`src/rtl/bfm_apbslv_pkg.sv`:
```
// Shared types and constants for the APB3 completer BFM with internal word memory.
// Latency: n/a (declarations only).
// Backpressure: n/a (declarations only).
package bfm_apbslv_pkg;

    // Two-phase completer FSM; the encoding is fixed so waveforms read the same across builds.
    typedef enum logic {
        IDLE   = 1'b0,
        ACCESS = 1'b1
    } apb_state_e;

    // Completed-transfer counter width; the counter wraps silently.
    localparam int XFER_CNT_W = 16;

    // Value driven on PRDATA whenever there is no valid read response.
    localparam logic [31:0] ZERO_DATA = 32'h0000_0000;

    // True when any byte-address bit above the word index is set (address outside the memory).
    function automatic logic addr_out_of_range(input logic [31:0] addr, input int unsigned aw);
        return (addr >> (aw + 2)) != 32'h0000_0000;
    endfunction

endpackage

```
`src/rtl/bfm_apbslv_ram.sv`:
```
// Word memory for the APB completer BFM: 2**AW x 32, synchronous write, combinational read.
// Latency: write lands on the clock edge with wr_vld=1; read data follows rd_idx combinationally.
// Backpressure: none; always accepts a write. Whole array cleared asynchronously on reset.
module bfm_apbslv_ram #(
    parameter int AW = 6
) (
    input  logic          PCLK,
    input  logic          PRESETN,
    input  logic          wr_vld,
    input  logic [AW-1:0] wr_idx,
    input  logic [31:0]   wr_dat,
    input  logic [AW-1:0] rd_idx,
    output logic [31:0]   rd_dat
);

    localparam int DEPTH = 2 ** AW;

    logic [31:0] mem [DEPTH];

    // Storage: cleared on reset so every test starts from all-zero contents, else write port.
    always_ff @(posedge PCLK or negedge PRESETN) begin
        if (!PRESETN) begin
            for (int i = 0; i < DEPTH; i++) begin
                mem[i] <= 32'h0000_0000;
            end
        end else if (wr_vld) begin
            mem[wr_idx] <= wr_dat;
        end
    end

    assign rd_dat = mem[rd_idx];

endmodule

```
`src/rtl/bfm_apb_slave_mem.sv`:
```
// APB3 completer BFM with word memory, programmable wait states, PSLVERR decode, transfer count, protocol checker.
// Latency: setup cycle + WAIT_CFG wait cycles + 1 ready cycle (2+WAIT_CFG edges from setup to completion).
// Backpressure: PREADY held low for WAIT_CFG access cycles; optional BFM_APBSLV_ERRINJ_EN adds error at ERR_ADR.
module bfm_apb_slave_mem
    import bfm_apbslv_pkg::*;
#(
    parameter int AW      = 6,
    parameter int WW      = 4,
    parameter int ERR_ADR = 0
) (
    input  logic                  PCLK,
    input  logic                  PRESETN,
    input  logic                  PSEL,
    input  logic [31:0]           PADDR,
    input  logic                  PWRITE,
    input  logic                  PENABLE,
    input  logic [31:0]           PWDATA,
    output logic [31:0]           PRDATA,
    output logic                  PREADY,
    output logic                  PSLVERR,
    input  logic [WW-1:0]         WAIT_CFG,
    output logic [XFER_CNT_W-1:0] XFER_CNT,
    output logic                  PROT_ERR
);

    localparam logic [AW-1:0] ERR_IDX = AW'(ERR_ADR);

    // FSM state
    apb_state_e state_q;
    apb_state_e state_d;

    // Request captured in the setup phase; the access phase is checked against it
    logic [31:0]           addr_q;
    logic [31:0]           wdata_q;
    logic                  write_q;
    logic [WW-1:0]         cnt_q;
    logic [AW-1:0]         idx_q;

    // Status
    logic [XFER_CNT_W-1:0] xfer_cnt_q;
    logic                  prot_err_q;

    // Decode
    logic                  ready_int;
    logic                  range_err;
    logic                  inj_err;
    logic                  xfer_err;
    logic                  setup_vld;
    logic                  idle_viol;
    logic                  acc_viol;
    logic                  done_vld;
    logic                  ram_wr_vld;
    logic [31:0]           ram_rd_dat;

    assign idx_q     = addr_q[AW+1:2];
    assign range_err = addr_out_of_range(addr_q, AW);

`ifdef BFM_APBSLV_ERRINJ_EN
    // An in-range access to the chosen word also reports an error.
    assign inj_err = (idx_q == ERR_IDX);
`else
    // ERR_ADR deliberately has no effect in this build; only out-of-range accesses error.
    assign inj_err = (idx_q == ERR_IDX) & 1'b0;
`endif

    assign xfer_err = range_err | inj_err;

    // Ready comes purely from flops so the PADDR path never reaches PREADY.
    assign ready_int = (state_q == ACCESS) && (cnt_q == '0);

    // Next state and per-cycle strobes: setup capture, protocol violations, completion.
    always_comb begin
        state_d   = state_q;
        setup_vld = 1'b0;
        idle_viol = 1'b0;
        acc_viol  = 1'b0;
        done_vld  = 1'b0;
        case (state_q)
            IDLE: begin
                if (PSEL && !PENABLE) begin
                    setup_vld = 1'b1;
                    state_d   = ACCESS;
                end else if (PSEL && PENABLE) begin
                    // Access phase without a preceding setup: flag it and ignore the transfer.
                    idle_viol = 1'b1;
                end
            end
            ACCESS: begin
                // The requester must hold select, enable and the whole request stable until ready.
                if (!PSEL || !PENABLE || (PADDR != addr_q) || (PWRITE != write_q) ||
                    (PWDATA != wdata_q)) begin
                    acc_viol = 1'b1;
                    state_d  = IDLE;
                end else if (ready_int) begin
                    done_vld = 1'b1;
                    state_d  = IDLE;
                end
            end
            default: begin
                state_d = IDLE;
            end
        endcase
    end

    // State register
    always_ff @(posedge PCLK or negedge PRESETN) begin
        if (!PRESETN) begin
            state_q <= IDLE;
        end else begin
            state_q <= state_d;
        end
    end

    // Request capture in setup; wait counter runs down only while the access phase stays legal.
    always_ff @(posedge PCLK or negedge PRESETN) begin
        if (!PRESETN) begin
            addr_q  <= 32'h0000_0000;
            wdata_q <= 32'h0000_0000;
            write_q <= 1'b0;
            cnt_q   <= '0;
        end else if (setup_vld) begin
            addr_q  <= PADDR;
            wdata_q <= PWDATA;
            write_q <= PWRITE;
            cnt_q   <= WAIT_CFG;
        end else if ((state_q == ACCESS) && !acc_viol && (cnt_q != '0)) begin
            cnt_q <= cnt_q - WW'(1);
        end
    end

    // Completed transfers, including error-terminated ones; aborted ones are not counted.
    always_ff @(posedge PCLK or negedge PRESETN) begin
        if (!PRESETN) begin
            xfer_cnt_q <= '0;
        end else if (done_vld) begin
            xfer_cnt_q <= xfer_cnt_q + XFER_CNT_W'(1);
        end
    end

    // Sticky protocol-violation flag; only reset clears it.
    always_ff @(posedge PCLK or negedge PRESETN) begin
        if (!PRESETN) begin
            prot_err_q <= 1'b0;
        end else if (idle_viol || acc_viol) begin
            prot_err_q <= 1'b1;
        end
    end

    // Errored writes never reach the memory.
    assign ram_wr_vld = done_vld && write_q && !xfer_err;

    bfm_apbslv_ram #(
        .AW (AW)
    ) u_ram (
        .PCLK    (PCLK),
        .PRESETN (PRESETN),
        .wr_vld  (ram_wr_vld),
        .wr_idx  (idx_q),
        .wr_dat  (wdata_q),
        .rd_idx  (idx_q),
        .rd_dat  (ram_rd_dat)
    );

    // Read data and error are only meaningful in the ready cycle and are forced to zero otherwise.
    assign PREADY   = ready_int;
    assign PSLVERR  = ready_int && xfer_err;
    assign PRDATA   = (ready_int && !write_q && !xfer_err) ? ram_rd_dat : ZERO_DATA;
    assign XFER_CNT = xfer_cnt_q;
    assign PROT_ERR = prot_err_q;

endmodule

```
`config.mk`:
```
export PLATFORM = sky130hd
export DESIGN_NAME = bfm_apb_slave_mem
export DESIGN_NICKNAME = d
export VERILOG_FILES = /design/src/rtl/bfm_apbslv_pkg.sv /design/src/rtl/bfm_apbslv_ram.sv /design/src/rtl/bfm_apb_slave_mem.sv
export SDC_FILE = /design/constraint.sdc
export NUM_CORES = 2
export LEC_CHECK = 0
export BUFFER_PORTS_ARGS = -buffer_cell sky130_fd_sc_hd__buf_2
export CORE_MARGIN = 2
export CORE_UTILIZATION = 50
export DETAILED_ROUTE_END_ITERATION = 7
export GPL_TIMING_DRIVEN = 0
export PLACE_DENSITY = 0.75
export REMOVE_ABC_BUFFERS = 1
export SLEW_MARGIN = 20
export SYNTH_ARGS = -nofsm -noshare
export SYNTH_HDL_FRONTEND = slang
export SYNTH_SLANG_ARGS = --single-unit
```
`constraint.sdc`:
```
create_clock -name PCLK -period 4.98 [get_ports PCLK]
set_clock_uncertainty 0.05 [all_clocks]
set_input_delay 0.747 -clock PCLK [delete_from_list [all_inputs] [get_ports PCLK]]
set_output_delay 0.747 -clock PCLK [all_outputs]
set_load 0.02 [all_outputs]
```
==> qor.yml <==
status:
  outcome: "complete, but fails checks"
  violations: "negative setup slack"
place:
  hpwl_um: 189000
  place.gp.congestion: 0.787
  portBuffers: 123
  pre_cts_ws_ns: -0.878
  placed_cell_area_sq_mm: 0.0990
setup_path:
  cp-startpoint: "addr_q[2]"
  worstPathArrival_ns: 4.31
  path_max_fanout: 9
  crit_required_ns: 4.18
  startpoint_type: "register"
  rr_startpoint: "wdata_q[11]"
  crit_type: "reg -> out"
  critPathCaptureType: "primary output"
detailed_routing:
  ant_nets: 0
  wl_um: 296000
  drc_errors: 0
  wl_per_cell_um: 31.9
  dr.pass1.iters: 6
  num_vias: 63128
  vias_per_cell: 6.80
  first_iter_violations: 7327
floorplan:
  core-area_sq_mm: 0.186
  std_cell_rows: 158
  die_x_um: 437
  die_area_sq_mm: 0.191
  die_h_um: 437
  ios: 124
  initial_core_util_pct: 50.4
finish:
  fillerInstances: 13971
  fin_util_pct: 57.6
  fin_area_sq_mm: 0.107
  nets: 6704
  area_delta_synth_final_pct: 14.1
  drive_gt1_share_pct: 46.0
grt:
  grt_usage_pct: 30.4
  grt_pass1_vias: 65384
  antenna_found_initial: 7
  grt_max_degree: 147
  gr-total-overflow: 0
  grt_pass1_wl_um: 434000
min_path:
  min-delay-start: "WAIT_CFG[0]"
  min_path_type: "in -> reg"
timing:
  slew_violations: 0
  setup_viol: 29
  slew_headroom_pct: 16.4
  period_needed_ns: 5.11
  post-route-period-util_pct: 103
  fmax_mhz: 196
  worst_pin_slew_ns: 1.24
  fin_ws_ns: -0.132
  rsz0062_at_grt: "true"
  setup_tns_ns: -0.535
  hold_violations: 0
synthesis:
  synth-edff-count: 0
  yosysSeqAreaShare_pct: 57.0
  yosysWarnings: 0
  synth_top_area_cell: "dfrtp_1"
  syn_area_sq_mm: 0.0937
  ys_async_sr_fraction_pct: 100
  synth_top_area_share_pct: 57.0
  yosysUniqueCellTypes: 41
  ys_seq_elements: 2135
  synth_ff_type: "dfrtp_1"
  synthTopCellsByArea: "dfrtp_1, mux2_2, a22oi_1"
  synthCells: 6632
  syn_area_per_cell_sq_um: 14.1
clock_tree:
  ctsRootBufferMaster: "clkbuf_16"
  clock-sinks: 2135
  cts_tree: "built"
  cts_made_buffers: 204
  htreeDepth: 4
  cts_buffer_depth: 3
  clock_latency_ns: 0.87
  clk_pin_slew_worst_paths_ns: 0.06
power:
  intPower_uw: 27300
  netSwitchingPower_uw: 10100
  swShare_pct: 26.9
  ir_drop_v: 0.000347
  power_frac_comb_pct: 10.0
  p_clk_share_pct: 41.8
  p_per_area_mw_per_mm2: 349
  p_leak_uw: 0.0523
  sequentialPowerShare_pct: 48.2
flow_run:
  maxCapViolCount: 0
per-layer routing:
metal | routed length (um) | share of wire [%] | GRT usage, %
met1 | 112000 | 38 | 38.5
met4 | 20600 | 7.0 | 19.0
met3 | 25700 | 8.7 | 6.70
met2 | 137000 | 46 | 47.5
met5 | 19 | 0.0064 | 0
synthesized netlist by cell type, types with 5 or more instances:
master / instances
a21oi_1: 49
a221oi_1: 236
a22o_1: 236
a22oi_1: 553
a31oi_1: 239
buf_1: 52
buf_6: 192
clkbuf_1: 446
dfrtp_1: 2135
inv_1: 8
mux2_2: 2114
nand2_1: 82
nand2b_1: 5
nand3_1: 17
nand4_1: 49
nor2_1: 18
nor2b_1: 8
nor3_1: 7
nor3b_1: 7
nor4_1: 63
nor4_4: 8
xnor2_1: 64
xor2_1: 10
worst paths after layout:
kind	end	slack, ns	depth (start not counted)
max in group asynchronous	u_ram.mem[1326]	1.82	6
min	cnt_q[0]	0.05	3
min reg2reg	u_ram.mem[158]	0.45	1
max	PRDATA[31]	-0.13	14
min in group asynchronous	u_ram.mem[0]	0.33	2
max reg2reg	u_ram.mem[666]	-0.03	9
layout make-up:
type	count	area, sq um	share of cell area, %
flip-flops and latches	2135	53500	50.0
multi-input cells	3798	37500	35.1
clock buffers	313	6110	5.71
repair buffers	481	6090	5.69
well taps	2480	3100	2.90
clock inverters	61	583	0.545
inverters	8	30.0	0.0281
diodes	4	10.0	0.00936
cells in the final DEF (no fill, tap or decap), types with 14 or more instances in the layout:
cell / synthesis / layout
a21oi_1: 49 / 33
a21oi_2: 0 / 16
a221oi_1: 236 / 224
a22o_1: 236 / 236
a22oi_1: 553 / 553
a31oi_1: 239 / 213
a31oi_2: 0 / 19
buf_12: 0 / 111
buf_16: 0 / 52
buf_2: 1 / 113
buf_4: 0 / 136
buf_6: 192 / 54
clkbuf_1: 446 / 55
clkbuf_16: 0 / 211
clkbuf_8: 0 / 49
clkinv_2: 0 / 40
dfrtp_1: 2135 / 2100
dfrtp_2: 0 / 25
mux2_2: 2114 / 2114
nand2_1: 82 / 15
nand2_4: 0 / 67
nand3_1: 17 / 15
nand4_1: 49 / 49
nor2_1: 18 / 16
nor4_1: 63 / 33
nor4_2: 0 / 14
nor4_4: 8 / 24
xnor2_1: 64 / 64
kinds of logic (layout without fill, tap and decap cells):
group | Yosys count | after routing | share of synthesized area (%)
AO/OA/AOI/OAI | 1321 | 1321 | 10.8
XOR/XNOR | 74 | 74 | 0.691
adder cells (fa/ha/maj) | 3 | 3 | 0.0400
buffers and inverters | 699 | 863 | 4.34
flip-flops | 2135 | 2135 | 57.0
multiplexers | 2117 | 2117 | 25.4
other | 0 | 4 | 0
AND/OR/NAND/NOR | 283 | 283 | 1.75
critical path: stages (launching register included):
cell and delay [ns]:
dfrtp_2 0.48, buf_4 0.16, nor3b_4 0.15, buf_6 0.14, buf_4 0.20, buf_6 0.17, buf_4 0.20, buf_4 0.20
buf_6 0.16, a22o_1 0.23, a221oi_1 0.20, a31oi_1 0.21, nor4_4 0.51, a31oi_2 0.20, buf_4 0.20
flip-flops by register name (all words and copies together), names as in the netlist:
signal,cells
PROT_ERR,1
write_q,1
state_q,1
XFER_CNT,16
wdata_q,32
cnt_q,4
addr_q,32
u_ram.mem,2048
metrics by stage:
step,hold WS [ns],std cells,total power (uW)
floorplan,0.401,5941,19200
global placement,0.399,8544,20800
detailed placement,0.406,8870,21800
CTS,0.00197,9269,37300
global route,0.0688,9278,38300
finish,0.0480,9280,37400
power by group through the flow:
stage                     combinational (uW)  sequential (uW)  clock, uW
after detailed placement                3500            18300          0
after global routing                    3860            18000      16400
after floorplan                          892            18300          0
after global placement                  2010            18700          0
final                                   3740            18000      15600
after CTS                               3590            18000      15700
what timing repair did:
| action | in CTS | in global routing |
|---|---|---|
| gates resized for setup | 121 | 45 |
| buffers inserted | 25 | 8 |
| endpoints found under the hold margin | 59 | 0 |
| hold buffers | 1 | 0 |
| setup endpoints to repair | 2076 | 23 |
| pin swaps | 35 | 33 |
| gates cloned | 0 | 2 |
No activity file was read; power rests on OpenSTA's default activity.
